==> src/rtl/pc_stack_unit.sv <==
// -----------------------------------------------------------------------------
// pc_stack_unit
//   Program counter for the 8-bit CPU family. It supports absolute jumps,
//   signed relative branches, increment, and a hardware call/return stack.
//   Sticky error flags record PC wrap, stack overflow and stack underflow.
//
// Ports
//   clk              system clock; all state changes on the rising edge
//   reset            asynchronous, active-low reset
//   jump             PC <= address_input                 (highest priority)
//   call             push PC+1, then PC <= address_input
//   ret              PC <= top of stack, pop
//   branch           PC <= PC + sign-extended offset
//   increment        PC <= PC + 1                        (lowest priority)
//   clear_flags      clear sticky flags (a same-cycle set event wins)
//   address_input    jump/call target
//   offset           two's-complement branch displacement
//   current_address  registered PC
//   stack_count      number of valid return addresses
//   pc_overflow      sticky: the PC wrapped past either end of the address space
//   stack_overflow   sticky: a call was made with the stack full
//   stack_underflow  sticky: a ret was made with the stack empty
// -----------------------------------------------------------------------------
module pc_stack_unit #(
  parameter int ADDR_WIDTH   = 4,
  parameter int STACK_DEPTH  = 4,
  parameter int OFFSET_WIDTH = 4
) (
  input  logic                               clk,
  input  logic                               reset,
  input  logic                               jump,
  input  logic                               call,
  input  logic                               ret,
  input  logic                               branch,
  input  logic                               increment,
  input  logic                               clear_flags,
  input  logic [ADDR_WIDTH-1:0]              address_input,
  input  logic [OFFSET_WIDTH-1:0]            offset,
  output logic [ADDR_WIDTH-1:0]              current_address,
  output logic [$clog2(STACK_DEPTH+1)-1:0]   stack_count,
  output logic                               pc_overflow,
  output logic                               stack_overflow,
  output logic                               stack_underflow
);

  localparam int CW = $clog2(STACK_DEPTH + 1);
  localparam int IW = (STACK_DEPTH > 1) ? $clog2(STACK_DEPTH) : 1;

  logic [ADDR_WIDTH-1:0] pc_q, pc_d;
  logic [CW-1:0]         cnt_q, cnt_d;
  logic                  pco_q, pco_d;
  logic                  so_q, so_d;
  logic                  su_q, su_d;

  // Return-address storage. Its contents are don't-care after reset, so it
  // has no reset and can map onto distributed RAM.
  logic [ADDR_WIDTH-1:0] stack_mem [STACK_DEPTH];

  logic                  push_en;
  logic [IW-1:0]         push_idx;
  logic [IW-1:0]         top_idx;
  logic [ADDR_WIDTH-1:0] pc_plus1;
  logic [ADDR_WIDTH:0]   branch_sum;
  logic                  stack_full;
  logic                  stack_empty;
  logic                  set_pco, set_so, set_su;

  assign pc_plus1    = pc_q + ADDR_WIDTH'(1);
  assign stack_full  = (cnt_q == CW'(STACK_DEPTH));
  assign stack_empty = (cnt_q == '0);
  assign push_idx    = IW'(cnt_q);
  assign top_idx     = IW'(cnt_q - CW'(1));

  // The PC is zero-extended and the offset is sign-extended, one bit wider
  // than the address. The top bit of the sum is set both on a carry past
  // all-ones (positive offset) and on a result below zero (negative offset).
  // Because |offset| <= 2^(ADDR_WIDTH-1), these two cases cannot alias.
  assign branch_sum = {1'b0, pc_q}
                    + {{(ADDR_WIDTH + 1 - OFFSET_WIDTH){offset[OFFSET_WIDTH-1]}}, offset};

  always_comb begin
    pc_d    = pc_q;
    cnt_d   = cnt_q;
    push_en = 1'b0;
    set_pco = 1'b0;
    set_so  = 1'b0;
    set_su  = 1'b0;

    if (jump) begin
      pc_d = address_input;
    end else if (call) begin
      if (stack_full) begin
        set_so = 1'b1;
      end else begin
        push_en = 1'b1;
        cnt_d   = cnt_q + CW'(1);
        pc_d    = address_input;
      end
    end else if (ret) begin
      if (stack_empty) begin
        set_su = 1'b1;
      end else begin
        pc_d  = stack_mem[top_idx];
        cnt_d = cnt_q - CW'(1);
      end
    end else if (branch) begin
      pc_d    = branch_sum[ADDR_WIDTH-1:0];
      set_pco = branch_sum[ADDR_WIDTH];
    end else if (increment) begin
      pc_d    = pc_plus1;
      set_pco = &pc_q;
    end

    // A set event in the same cycle takes precedence over clear_flags.
    pco_d = set_pco | (pco_q & ~clear_flags);
    so_d  = set_so  | (so_q  & ~clear_flags);
    su_d  = set_su  | (su_q  & ~clear_flags);
  end

  always_ff @(posedge clk or negedge reset) begin
    if (!reset) begin
      pc_q  <= '0;
      cnt_q <= '0;
      pco_q <= 1'b0;
      so_q  <= 1'b0;
      su_q  <= 1'b0;
    end else begin
      pc_q  <= pc_d;
      cnt_q <= cnt_d;
      pco_q <= pco_d;
      so_q  <= so_d;
      su_q  <= su_d;
    end
  end

  // The return address wraps silently and never raises pc_overflow.
  always_ff @(posedge clk) begin
    if (push_en) begin
      stack_mem[push_idx] <= pc_plus1;
    end
  end

  assign current_address = pc_q;
  assign stack_count     = cnt_q;
  assign pc_overflow     = pco_q;
  assign stack_overflow  = so_q;
  assign stack_underflow = su_q;

endmodule
==> config.mk <==
export PLATFORM = sky130hd
export DESIGN_NAME = pc_stack_unit
export DESIGN_NICKNAME = d
export VERILOG_FILES = /design/src/rtl/pc_stack_unit.sv
export SDC_FILE = /design/constraint.sdc
export NUM_CORES = 1
export LEC_CHECK = 0
export ABC_AREA = 1
export BUFFER_PORTS_ARGS = -buffer_cell sky130_fd_sc_hd__buf_4
export CORE_ASPECT_RATIO = 0.5
export CORE_UTILIZATION = 55
export DETAILED_ROUTE_END_ITERATION = 12
export GPL_ROUTABILITY_DRIVEN = 1
export GPL_TIMING_DRIVEN = 0
export HOLD_SLACK_MARGIN = 0.02
export PLACE_DENSITY_LB_ADDON = 0.1
export SETUP_SLACK_MARGIN = 0.3
export SLEW_MARGIN = 20
export SYNTH_ARGS = -nofsm -noshare
export SYNTH_HDL_FRONTEND = slang
export SYNTH_SLANG_ARGS = --single-unit
==> constraint.sdc <==
create_clock -name clk -period 2.3 [get_ports clk]
set_input_delay 0.345 -clock clk [delete_from_list [all_inputs] [get_ports clk]]
set_output_delay 0.345 -clock clk [all_outputs]
set_load 0.02 [all_outputs]
==> results of run 1 <==
synthesized netlist by cell type (2+ instances only):
cell	n	area [sq um]
sky130_fd_sc_hd__a21oi_1	8	40.04
sky130_fd_sc_hd__dfrtp_1	10	250.2
sky130_fd_sc_hd__nor2_1	25	93.84
sky130_fd_sc_hd__inv_2	4	15.01
sky130_fd_sc_hd__o21bai_1	2	15.01
sky130_fd_sc_hd__ha_1	11	137.6
sky130_fd_sc_hd__nand2_1	39	146.4
sky130_fd_sc_hd__buf_2	2	10.01
sky130_fd_sc_hd__o21ai_0	13	65.06
sky130_fd_sc_hd__nand3_2	2	20.02
sky130_fd_sc_hd__edfxtp_1	16	480.5
sky130_fd_sc_hd__nand3_1	18	90.09
sky130_fd_sc_hd__inv_1	20	75.07
registers in the layout (all words and copies together) (netlist names):
signal	count
current_address	4
stack_underflow	1
stack_overflow	1
stack_count	3
pc_overflow	1
stack_mem	16
layout make-up:
type                       instances  share of cell area (%)
inverter                          24                   4.775
multi-input combinational        128                   38.93
timing repair buffer              26                   10.48
sequential                        26                   38.73
buffer                             2                  0.8621
tap                               37                   2.454
clock buffer                       3                   2.188
clock inverter                     1                   1.592
layer usage:
layer / up-vias / global-route usage (%) / wire length, um
li1: 652 / - / -
met1: 585 / 33.68 / 1690
met2: 28 / 40.54 / 1519
met3: 2 / 4.941 / 156
met4: 0 / 5.769 / 17
met5: - / 0 / 0
power by group:
| group | total [W] | leakage [nW] | switching, W | internal (W) |
|---|---|---|---|---|
| combinational | 0.00101 | 0.579 | 0.000629 | 0.000377 |
| clock | 0.000378 | 0.0357 | 0.000145 | 0.000233 |
| sequential | 0.000709 | 0.268 | 0.0000839 | 0.000625 |
path summary, 6_finish.rpt:
path                       cells past startpoint           start            endpoint  slack [ns]
hold reg to reg                                2  stack_overflow      stack_overflow        0.53
setup reg to reg                               7  stack_count[0]     stack_mem[0][1]        0.40
setup / recovery                               7  stack_count[0]     stack_mem[0][1]        0.40
hold / removal                                 2     clear_flags         pc_overflow        0.25
max in group asynchronous                      2           reset  current_address[1]        1.72
min in group asynchronous                      2           reset      stack_count[1]        0.43
critical path, cell delays in order, from the launching register on:
cell                      delay (ns)
sky130_fd_sc_hd__dfrtp_1        0.42
sky130_fd_sc_hd__buf_6          0.17
sky130_fd_sc_hd__inv_2          0.10
sky130_fd_sc_hd__ha_2           0.22
sky130_fd_sc_hd__ha_1           0.21
sky130_fd_sc_hd__nor2_2         0.17
sky130_fd_sc_hd__nand2_4        0.14
sky130_fd_sc_hd__nor2_4         0.18
what timing repair did:
action / 4_1_cts / 5_1_grt
pin swaps: 1 / 1
buffers inserted: 0 / 1
hold buffers: 1 / 0
gates resized for setup: 11 / 2
endpoints found under the hold margin: 10 / 0
endpoints found under the setup margin: 17 / 19
layout by cell type (no fill, tap or decap), drive strengths merged, types with 2 or more instances in the layout:
cell    synthesis  layout
clkbuf          0       3
a21oi           8       8
edfxtp         16      16
nand3          20      20
ha             11      11
nor2           26      26
dfrtp          10      10
o21bai          2       2
o21ai          14      14
buf             2      27
inv            24      24
nand2          41      41
stage by stage:
| stage | util [%] | total power (W) |
|---|---|---|
| final | 72.05 | 0.002093 |
| after global routing | 72.05 | 0.002238 |
| after CTS | 71.52 | 0.002052 |
| after detailed placement | 66.89 | 0.001628 |
| after global placement | 66.89 | 0.001598 |
| after floorplan | - | 0.001325 |
cell families (layout without fill, tap and decap cells):
group,Yosys count,count (layout),synth area share (%)
AOI/OAI and AO/OA,25,25,8.613
xor gates and xnor gates,1,1,0.5743
adders and majority gates,12,12,10.34
buffers and inverters,26,56,6.562
DFF,26,26,47.91
and+or+nand+nor,90,90,26.01
==> reports/qor.log, run 1 <==
[status] outcome finished clean
[logic_synthesis] syn nets 208
[cells_and_area] area taken by flip-flops and latches 730.7 sq um
[logic_synthesis] count of distinct cell types in the synthesized netlist 23
[setup_path] required time of the critical path 2.28 ns
[sta] worst hold slack across all endpoints 0.2544 ns
[placement] total of buffers placed on input and output ports 24
[detailed_routing] wire per inst 13.70 um
[cells_and_area] number of non-filler instances in the completed layout 247
[sta] slew at the pin with the worst max-slew slack 0.3269 ns
[clock_tree] number of levels the H-tree was split into 1
[die] initial standard-cell utilization of the core 58.24%
[detailed_routing] via count 1,267
[power] Cell Pwr Density 1110 mW/mm^2
[setup_path] class of the most critical setup path reg -> reg
[sta] TNS Setup 0 ns
[logic_synthesis] Yosys warning total 0
[setup_path] maximum fanout along the worst path 10
[die] DIE WIDTH 76.48 um
[logic_synthesis] cell count after synthesis 180
[cells_and_area] final std cell area, no fill 0.001887 sq mm
[setup_path] CP arrival 1.88 ns
[detailed_routing] detailed-route DRC error count 0
[logic_synthesis] number of enable-type register cells in the synthesized netlist 16
[setup_path] Worst Setup End Kind register
[clock_tree] number of buffers created by CTS 3
[sta] Tcrit/Tclk final 82.66%
[setup_path] startpoint type of the worst setup path register
[clock_tree] clock tree from TritonCTS built
[die] area enclosed by the die boundary 0.003001 sq mm
[detailed_routing] post-route antenna net violation count 0
[cells_and_area] share of layout cells above drive strength 1 22.38%
[global_routing] antenna violations before repair 0
[flow_run] count of maximum capacitance violations 0
[die] number of rows created at floorplan 13
[placement] placed wire-length estimate after detailed placement 2.441 mm
[sta] least setup slack across all paths after layout 0.3988 ns
[sta] max frequency 0.5260 GHz
[sta] worst rel slew slack 78.13%
[cells_and_area] diode count 0
[global_routing] grt total ovfl 0
[global_routing] number of global-route vias before repair 1,054
[logic_synthesis] area of the mapped netlist 0.001525 sq mm
[detailed_routing] drt total wl 3.384 mm
[placement] placement-stage worst setup slack 0.08701 ns
[global_routing] first-pass GRT wire length 5.147 mm
[detailed_routing] number of violations reported at the end of detailed-routing iteration 0 34
[power] Max IR drop VDD 479.2 uV
[clock_tree] worst-case clock buffer depth 2
[clock_tree] Skew-Pair Late Insertion Delay 0.27 ns
[sta] RSZ-0062 raised after global routing false
[cells_and_area] area added between synthesis and finish 23.71%
[logic_synthesis] Seq cells post-synth 26
[placement] placed insts 241
[logic_synthesis] most common flop cell mapped by yosys sky130_fd_sc_hd__edfxtp_1
[sta] number of failing setup endpoints in the final timing report 0
[global_routing] total global routing track utilization 24.46%
[die] core box area 0.002619 sq mm
[sta] count of endpoints failing hold in the final timing report 0
[clock_tree] clock root buffer sky130_fd_sc_hd__clkbuf_8
[logic_synthesis] proportion of synthesized flip-flops having asynchronous set or reset 38.46%
[logic_synthesis] per-instance average area after synthesis 8.473 sq um
[sta] shortest clock period the worst path allows after layout 1.901 ns
[sta] final worst clock skew 0.001948 ns
[detailed_routing] Pre-Repair DR Iteration Count 4
[detailed_routing] via count normalized by instance count 5.130
[min_path] path type of the worst min-delay path in -> reg
[die] Boundary Pins 26
[placement] final weighted congestion of routability-driven global placement 0.7786
[sta] total count of max-transition violations in the final report 0
[cells_and_area] combined area of the multi-input logic cells 734.5 sq um
[logic_synthesis] register area share after synthesis 47.91%
[clock_tree] number of clock sinks seen by CTS 26
[die] Die Span Y 39.24 um
[cells_and_area] number of nets in the final layout 239
[placement] cell area reported after detailed placement 0.001752 sq mm
[clock_tree] clock-pin slew reported for the worst setup and hold paths after clock tree synthesis 0.09 ns
[global_routing] largest net degree at the start of global routing 16
[cells_and_area] Fillers 228
[power] Leak Pwr 0.8819 nW
Power figures use the tool's default switching activity.
==> run 2: changes to the inputs <==
ABC_AREA = 0   (was 1)
clock period = 1.82 ns   (was 2.3 ns; I/O delays follow)
==> run 2 against run 1 <==
  * Final cell count down 21%
  * Power is 28% higher
  * Worst setup slack got worse by 0.35 ns
==> reports/qor.log, run 2 <==
[detailed_routing] number of violations reported at the end of detailed-routing iteration 0 50 [was 34]
[global_routing] grt peak-use layer met2 [unchanged]
[cells_and_area] most frequent standard cell in the layout excluding fill and tap cells sky130_fd_sc_hd__buf_4 [was sky130_fd_sc_hd__nand2_1]
[detailed_routing] via count normalized by instance count 5.469 [was 5.130]
[logic_synthesis] Post-synth top cells 16 x sky130_fd_sc_hd__edfxtp_1, 11 x sky130_fd_sc_hd__ha_1, 10 x sky130_fd_sc_hd__dfrtp_1 [was 39 x sky130_fd_sc_hd__nand2_1, 25 x sky130_fd_sc_hd__nor2_1, 20 x sky130_fd_sc_hd__inv_1]
[die] core box area 0.002603 sq mm [was 0.002619 sq mm]
[placement] placement-stage worst setup slack -0.09667 ns [was 0.08701 ns]
[power] Leak Pwr 0.8333 nW [was 0.8819 nW]
[clock_tree] clock-pin slew reported for the worst setup and hold paths after clock tree synthesis 0.10 ns [was 0.09 ns]
[sta] Tcrit/Tclk final 97.16% [was 82.66%]
[setup_path] CP arrival 1.94 ns [was 1.88 ns]
[detailed_routing] post-route antenna net violation count 0 [unchanged]
[setup_path] kind of cell with the highest combined delay on the critical path flip-flops [was simple AND/OR/NAND/NOR gates]
[sta] total count of max-transition violations in the final report 0 [unchanged]
[sta] RSZ-0062 raised after global routing true [was false]
[global_routing] global routing usage on met1 30.75% [was 33.68%]
[cells_and_area] share of layout cells above drive strength 1 43.31% [was 22.38%]
[global_routing] grt total ovfl 0 [unchanged]
[logic_synthesis] Synth top area share 31.58% [was 31.50%]
[clock_tree] clock tree from TritonCTS built [unchanged]
[detailed_routing] detailed-route DRC error count 0 [unchanged]
[die] initial standard-cell utilization of the core 58.46% [was 58.24%]
[placement] placed wire-length estimate after detailed placement 2.358 mm [was 2.441 mm]
[logic_synthesis] syn nets 149 [was 208]
[global_routing] antenna violations before repair 0 [unchanged]
[flow_run] count of maximum capacitance violations 0 [unchanged]
[global_routing] Global Route met3 Usage 5.647% [was 4.941%]
[global_routing] total global routing track utilization 24.81% [was 24.46%]
[logic_synthesis] area of the mapped netlist 0.001521 sq mm [was 0.001525 sq mm]
[die] Boundary Pins 26 [unchanged]
[placement] final weighted congestion of routability-driven global placement 0.7531 [was 0.7786]
[setup_path] class of the most critical setup path reg -> reg [unchanged]
[sta] count of endpoints failing hold in the final timing report 0 [unchanged]
[setup_path] cells along the critical path buf_8, inv_6, ha_4, ha_4, or3b_4, a21oi_4, mux2i_1, a21oi_1 [was buf_6, inv_2, ha_2, ha_1, nor2_2, nand2_4, nor2_4]
[logic_synthesis] register area share after synthesis 48.03% [was 47.91%]
[cells_and_area] area added between synthesis and finish 30.51% [was 23.71%]
[detailed_routing] Pre-Repair DR Iteration Count 4 [unchanged]
[logic_synthesis] proportion of synthesized flip-flops having asynchronous set or reset 38.46% [unchanged]
[placement] total of buffers placed on input and output ports 23 [was 24]
[logic_synthesis] cell type with the largest total area after synthesis sky130_fd_sc_hd__edfxtp_1 [unchanged]
[setup_path] delay of the slowest cell on the worst path 0.40 ns [was 0.42 ns]
[die] DIE WIDTH 76.38 um [was 76.48 um]
[detailed_routing] via count 1,061 [was 1,267]
[setup_path] required time of the critical path 1.99 ns [was 2.28 ns]
[logic_synthesis] per-instance average area after synthesis 12.57 sq um [was 8.473 sq um]
[sta] worst rel slew slack 64.21% [was 78.13%]
[die] number of rows created at floorplan 13 [unchanged]
[cells_and_area] Largest register FFs 16 [unchanged]
[global_routing] number of global-route vias before repair 1,079 [was 1,054]
[setup_path] crit-path most repeated cell sky130_fd_sc_hd__ha_4
[die] area enclosed by the die boundary 0.002993 sq mm [was 0.003001 sq mm]
[global_routing] first-pass GRT wire length 5.154 mm [was 5.147 mm]
[setup_path] CP max stage cell sky130_fd_sc_hd__dfrtp_2 [was sky130_fd_sc_hd__dfrtp_1]
[clock_tree] Skew-Pair Late Insertion Delay 0.28 ns [was 0.27 ns]
[clock_tree] worst-case clock buffer depth 2 [unchanged]
[detailed_routing] wire per inst 17.18 um [was 13.70 um]
[cells_and_area] most used cells in the layout excluding fill and tap cells 31 x sky130_fd_sc_hd__buf_4, 16 x sky130_fd_sc_hd__edfxtp_1, 8 x sky130_fd_sc_hd__inv_1 [was 39 x sky130_fd_sc_hd__nand2_1, 25 x sky130_fd_sc_hd__buf_4, 20 x sky130_fd_sc_hd__nor2_1, 20 x sky130_fd_sc_hd__inv_1, 18 x sky130_fd_sc_hd__nand3_1]
[sta] least setup slack across all paths after layout 0.05171 ns [was 0.3988 ns]
[setup_path] startpoint type of the worst setup path register [unchanged]
[cells_and_area] number of nets in the final layout 186 [was 239]
[logic_synthesis] number of enable-type register cells in the synthesized netlist 16 [unchanged]
[clock_tree] number of clock sinks seen by CTS 26 [unchanged]
[global_routing] largest net degree at the start of global routing 16 [unchanged]
[logic_synthesis] Yosys warning total 0 [unchanged]
[cells_and_area] Biggest register stack_mem [unchanged]
[setup_path] CP Buf/Inv Count 2 [unchanged]
[power] Max IR drop VDD 1022 uV [was 479.2 uV]
[logic_synthesis] most common flop cell mapped by yosys sky130_fd_sc_hd__edfxtp_1 [unchanged]
[setup_path] Worst Setup End Kind register [unchanged]
[sta] final worst clock skew 0.002316 ns [was 0.001948 ns]
[logic_synthesis] most used standard cell by instance count after synthesis sky130_fd_sc_hd__edfxtp_1 [was sky130_fd_sc_hd__nand2_1]
[clock_tree] number of levels the H-tree was split into 1 [unchanged]
[min_path] path type of the worst min-delay path in -> reg [unchanged]
[clock_tree] clock root buffer sky130_fd_sc_hd__clkbuf_8 [unchanged]
[sta] max frequency 0.5655 GHz [was 0.5260 GHz]
[sta] shortest clock period the worst path allows after layout 1.768 ns [was 1.901 ns]
[cells_and_area] diode count 0 [unchanged]
[detailed_routing] drt total wl 3.333 mm [was 3.384 mm]
[sta] number of failing setup endpoints in the final timing report 0 [unchanged]
[setup_path] maximum fanout along the worst path 3 [was 10]
[clock_tree] number of buffers created by CTS 3 [unchanged]
[logic_synthesis] top cells by area in the synthesized netlist sky130_fd_sc_hd__edfxtp_1 32%, sky130_fd_sc_hd__dfrtp_1 16%, sky130_fd_sc_hd__ha_1 9.0%, sky130_fd_sc_hd__mux4_2 5.9%, sky130_fd_sc_hd__a21oi_1 3.0% [was sky130_fd_sc_hd__edfxtp_1 32%, sky130_fd_sc_hd__dfrtp_1 16%, sky130_fd_sc_hd__nand2_1 9.6%, sky130_fd_sc_hd__ha_1 9.0%, sky130_fd_sc_hd__nor2_1 6.2%]
[sta] worst hold slack across all endpoints 0.1847 ns [was 0.2544 ns]
[logic_synthesis] count of distinct cell types in the synthesized netlist 39 [was 23]
[logic_synthesis] cell count after synthesis 121 [was 180]
[power] Cell Pwr Density 1347 mW/mm^2 [was 1110 mW/mm^2]
[logic_synthesis] Seq cells post-synth 26 [unchanged]
[status] outcome finished clean [unchanged]
[sta] slew at the pin with the worst max-slew slack 0.5351 ns [was 0.3269 ns]
[global_routing] met2 usage in global routing 43.24% [was 40.54%]
[die] Die Span Y 39.19 um [was 39.24 um]
run 2: cell families after synthesis:
| logic type | after synthesis | synth area share, % |
|---|---|---|
| simple gates | 30 | 12.42 |
| flops | 26 | 48.03 |
| compound gates | 25 | 12.67 |
| buf+inv | 14 | 4.523 |
| fa+ha+maj | 12 | 10.36 |
| mux | 8 | 8.553 |
| xor+xnor | 6 | 3.455 |
run 2: cell type report:
cell class / count / area [sq um]
Sequential cell: 26 / 734.5
Tap cell: 37 / 46.29
Multi-Input combinational cell: 81 / 807.0
Buffer: 5 / 45.04
Clock buffer: 3 / 41.29
Timing Repair Buffer: 32 / 242.7
Clock inverter: 1 / 30.03
Inverter: 9 / 38.79
Fill cell: 176 / 616.8
run 2: timing repair:
action | 4_1_cts | 5_1_grt
hold buffers | 1 | 0
setup endpoints to repair | 25 | 25
gates resized for setup | 5 | 3
hold endpoints to repair | 10 | 0
pin swaps | 5 | 9
buffers inserted | 8 | 0
run 2: where the power goes:
part	switching [W]	total [W]	internal [W]
Combinational	0.000644	0.00131	0.000668
Clock	0.000200	0.000495	0.000295
Sequential	0.0000896	0.000868	0.000778
run 2: path summary, 6_finish.rpt:
path	from	end	slack, ns	depth (start not counted)
min in group asynchronous	reset	stack_overflow	0.38	2
hold / removal	call	stack_count[2]	0.18	2
setup reg to reg	stack_count[0]	stack_count[2]	0.05	8
hold reg to reg	pc_overflow	pc_overflow	0.53	2
setup / recovery	stack_count[0]	stack_count[2]	0.05	8
max in group asynchronous	reset	current_address[0]	1.28	2
run 2: metrics by stage:
step | utilization, % | power, W | cells | cell area, sq um | setup TNS (ns)
floorplan | - | 0.001705 | 121 | 1594 | -0.05286
global placement | 69.66 | 0.001982 | 181 | 1813 | -0.2388
detailed placement | 69.66 | 0.002055 | 181 | 1813 | -0.5338
CTS | 75.82 | 0.002664 | 194 | 1973 | 0
global route | 76.30 | 0.002819 | 194 | 1986 | -0.08168
finish | 76.30 | 0.002675 | 194 | 1986 | 0
run 2: metal layers:
metal,up-vias,part of all wire (%)
met5,-,0
met1,514,46
met4,0,1.5
li1,514,-
met3,7,3.9
met2,26,49
==> run 3: changes to the inputs <==
BUFFER_PORTS_ARGS = -buffer_cell sky130_fd_sc_hd__buf_2   (was -buffer_cell sky130_fd_sc_hd__buf_4)
PLACE_DENSITY = 0.86   (was default)
PLACE_DENSITY_LB_ADDON = default   (was 0.1)
==> run 3 against run 2 <==
  * Sequential power barely moved
  * Register-to-register slack barely moved
  * Sequential share of layout area is 0.79 points higher
  * Hold slack improved by 0.017 ns
  * Worst setup slack got worse by 0.0098 ns
  * Clock skew is essentially flat
  * Non-clock buffer count stayed put
  * Routed wire length is 6.4% lower
  * Global-route usage decreased by 2.4 points
  * Clock power is 2% lower
==> reports/qor.log, run 3 (synthesis gave the netlist of run 2 again) <==
[status] outcome finished clean [unchanged]
[setup_path] r2r startpoint stack_count[0] [unchanged]
[global_routing] antenna violations before repair 0 [unchanged]
[clock_tree] Skew-Pair Late Insertion Delay 0.27 ns [was 0.28 ns]
[cells_and_area] Largest register FFs 16 [unchanged]
[global_routing] number of global-route vias before repair 981 [was 1,079]
[setup_path] maximum fanout along the worst path 6 [was 3]
[detailed_routing] detailed-route DRC error count 0 [unchanged]
[die] number of rows created at floorplan 13 [unchanged]
[min_path] worst hold path cell count 2 [unchanged]
[power] Leak Pwr 0.8231 nW [was 0.8333 nW]
[clock_tree] number of buffers created by CTS 3 [unchanged]
[detailed_routing] via count 1,081 [was 1,061]
[setup_path] startpoint type of the worst setup path register [unchanged]
[clock_tree] clock-pin slew reported for the worst setup and hold paths after clock tree synthesis 0.09 ns [was 0.10 ns]
[global_routing] largest net degree at the start of global routing 16 [unchanged]
[setup_path] required time of the critical path 2.03 ns [was 1.99 ns]
[setup_path] CP arrival 1.99 ns [was 1.94 ns]
[placement] total of buffers placed on input and output ports 23 [unchanged]
[setup_path] CP startpoint stack_count[0] [unchanged]
[detailed_routing] post-route antenna net violation count 0 [unchanged]
[placement] final weighted congestion of routability-driven global placement 0.7352 [was 0.7531]
[sta] total count of max-transition violations in the final report 0 [unchanged]
[clock_tree] clock tree from TritonCTS built [unchanged]
[clock_tree] clock root buffer sky130_fd_sc_hd__clkbuf_8 [unchanged]
[setup_path] delay of the slowest cell on the worst path 0.38 ns [was 0.40 ns]
[global_routing] grt total ovfl 0 [unchanged]
[power] Max IR drop VDD 926.6 uV [was 1022 uV]
[cells_and_area] number of nets in the final layout 186 [unchanged]
[setup_path] kind of cell with the highest combined delay on the critical path simple AND/OR/NAND/NOR gates [was flip-flops]
[placement] placed insts 181 [unchanged]
[min_path] path type of the worst min-delay path in -> reg [unchanged]
[placement] placement-stage worst setup slack -0.1036 ns [was -0.09667 ns]
[global_routing] first-pass GRT wire length 4.795 mm [was 5.154 mm]
[clock_tree] worst-case clock buffer depth 2 [unchanged]
[sta] Tcrit/Tclk final 97.70% [was 97.16%]
[die] Boundary Pins 26 [unchanged]
[sta] number of failing setup endpoints in the final timing report 0 [unchanged]
[cells_and_area] most frequent standard cell in the layout excluding fill and tap cells sky130_fd_sc_hd__buf_2 [was sky130_fd_sc_hd__buf_4]
[sta] count of endpoints failing hold in the final timing report 0 [unchanged]
[setup_path] register-to-register setup slack 0.04 ns [was 0.05 ns]
[die] initial standard-cell utilization of the core 58.46% [unchanged]
[setup_path] CP Buf/Inv Count 2 [unchanged]
[die] core box area 0.002603 sq mm [unchanged]
[detailed_routing] drt total wl 3.120 mm [was 3.333 mm]
[cells_and_area] diode count 0 [unchanged]
[setup_path] Worst Setup End Kind register [unchanged]
[die] area enclosed by the die boundary 0.002993 sq mm [unchanged]
[detailed_routing] via count normalized by instance count 5.572 [was 5.469]
[cells_and_area] final std cell area, no fill 0.001941 sq mm [was 0.001986 sq mm]
[flow_run] count of maximum capacitance violations 0 [unchanged]
[sta] shortest clock period the worst path allows after layout 1.778 ns [was 1.768 ns]
[cells_and_area] Fillers 157 [was 176]
[cells_and_area] most used cells in the layout excluding fill and tap cells 23 x sky130_fd_sc_hd__buf_2, 16 x sky130_fd_sc_hd__edfxtp_1, 8 x sky130_fd_sc_hd__dfrtp_1 [was 31 x sky130_fd_sc_hd__buf_4, 16 x sky130_fd_sc_hd__edfxtp_1, 8 x sky130_fd_sc_hd__inv_1]
[setup_path] crit-path most repeated cell sky130_fd_sc_hd__ha_4 [unchanged]
[cells_and_area] number of non-filler instances in the completed layout 194 [unchanged]
[sta] TNS Setup 0 ns [unchanged]
[global_routing] total global routing track utilization 22.43% [was 24.81%]
[setup_path] Crit Reg-Reg Endpoint current_address[0] [was stack_count[2]]
[cells_and_area] share of layout cells above drive strength 1 43.31% [unchanged]
[sta] final worst clock skew 0.001830 ns [was 0.002316 ns]
[detailed_routing] number of violations reported at the end of detailed-routing iteration 0 87 [was 50]
[die] Die Span Y 39.19 um [unchanged]
[sta] max frequency 0.5624 GHz [was 0.5655 GHz]
[cells_and_area] utilization after layout 74.57% [was 76.30%]
[setup_path] class of the most critical setup path reg -> reg [unchanged]
[placement] placed wire-length estimate after detailed placement 2.270 mm [was 2.358 mm]
[setup_path] CP max stage cell sky130_fd_sc_hd__dfrtp_2 [unchanged]
[die] DIE WIDTH 76.38 um [unchanged]
[detailed_routing] wire per inst 16.08 um [was 17.18 um]
[clock_tree] number of clock sinks seen by CTS 26 [unchanged]
[cells_and_area] Biggest register stack_mem [unchanged]
[setup_path] R2R depth 8 [unchanged]
[sta] slew at the pin with the worst max-slew slack 0.4794 ns [was 0.5351 ns]
[clock_tree] number of levels the H-tree was split into 1 [unchanged]
[setup_path] stages on the worst setup path 8 [unchanged]
[sta] RSZ-0062 raised after global routing true [unchanged]
[sta] least setup slack across all paths after layout 0.04190 ns [was 0.05171 ns]
[power] Cell Pwr Density 1346 mW/mm^2 [was 1347 mW/mm^2]
[setup_path] CP endpoint current_address[0] [was stack_count[2]]
[sta] worst rel slew slack 67.93% [was 64.21%]
[cells_and_area] area added between synthesis and finish 27.55% [was 30.51%]
[setup_path] cells along the critical path buf_8, inv_6, ha_4, ha_4, nand3b_1, o311ai_4, or2_4, o21ai_2 [was buf_8, inv_6, ha_4, ha_4, or3b_4, a21oi_4, mux2i_1, a21oi_1]
[placement] cell area reported after detailed placement 0.001755 sq mm [was 0.001813 sq mm]
[detailed_routing] Pre-Repair DR Iteration Count 4 [unchanged]
run 3: cell type report:
class / count / area, sq um / share of cell area, %
Timing Repair Buffer: 32 / 188.9 / 9.736
Sequential cell: 26 / 733.2 / 37.78
Clock inverter: 1 / 30.03 / 1.547
Multi-Input combinational cell: 81 / 817.0 / 42.10
Buffer: 5 / 45.04 / 2.321
Inverter: 9 / 38.79 / 1.999
Tap cell: 37 / 46.29 / 2.386
Clock buffer: 3 / 41.29 / 2.128
run 3: where the power goes:
part,leakage (nW),internal (W),switching [W]
logic,0.519,0.000626,0.000632
clock network,0.0357,0.000295,0.000189
registers,0.269,0.000777,0.0000928
run 3: worst min path at each step:
stage | startpoint | endpoint | slack [ns]
6_report | call | stack_count[2] | 0.20
5_1_grt | call | stack_count[2] | 0.20
4_1_cts | call | stack_count[2] | 0.20
3_5_place_dp | reset | current_address[3] | 0.16
3_3_place_gp | reset | pc_overflow | 0.15
2_1_floorplan | reset | current_address[0] | -0.02
run 3: through the flow:
step | total power [W] | hold slack, ns
finish | 0.002612 | 0.2022
global route | 0.002767 | 0.2030
detailed placement | 0.001983 | 0.1576
floorplan | 0.001705 | -0.02259
CTS | 0.002559 | 0.2027
global placement | 0.001925 | 0.1519
run 3: metal layers:
| metal | GRT usage, % | part of all wire [%] |
|---|---|---|
| met2 | 37.61 | 48 |
| met4 | 11.06 | 1.2 |
| met3 | 3.765 | 3.5 |
| met1 | 29.31 | 47 |
| met5 | 0 | 0 |
run 3: timing repair:
action                                  CTS  global route
endpoints found under the setup margin   25            24
hold buffers                              1             0
setup buffers                             5             3
gates resized for setup                   6             4
pin swaps                                 7             7
endpoints found under the hold margin    10             0
gates cloned                              0             0
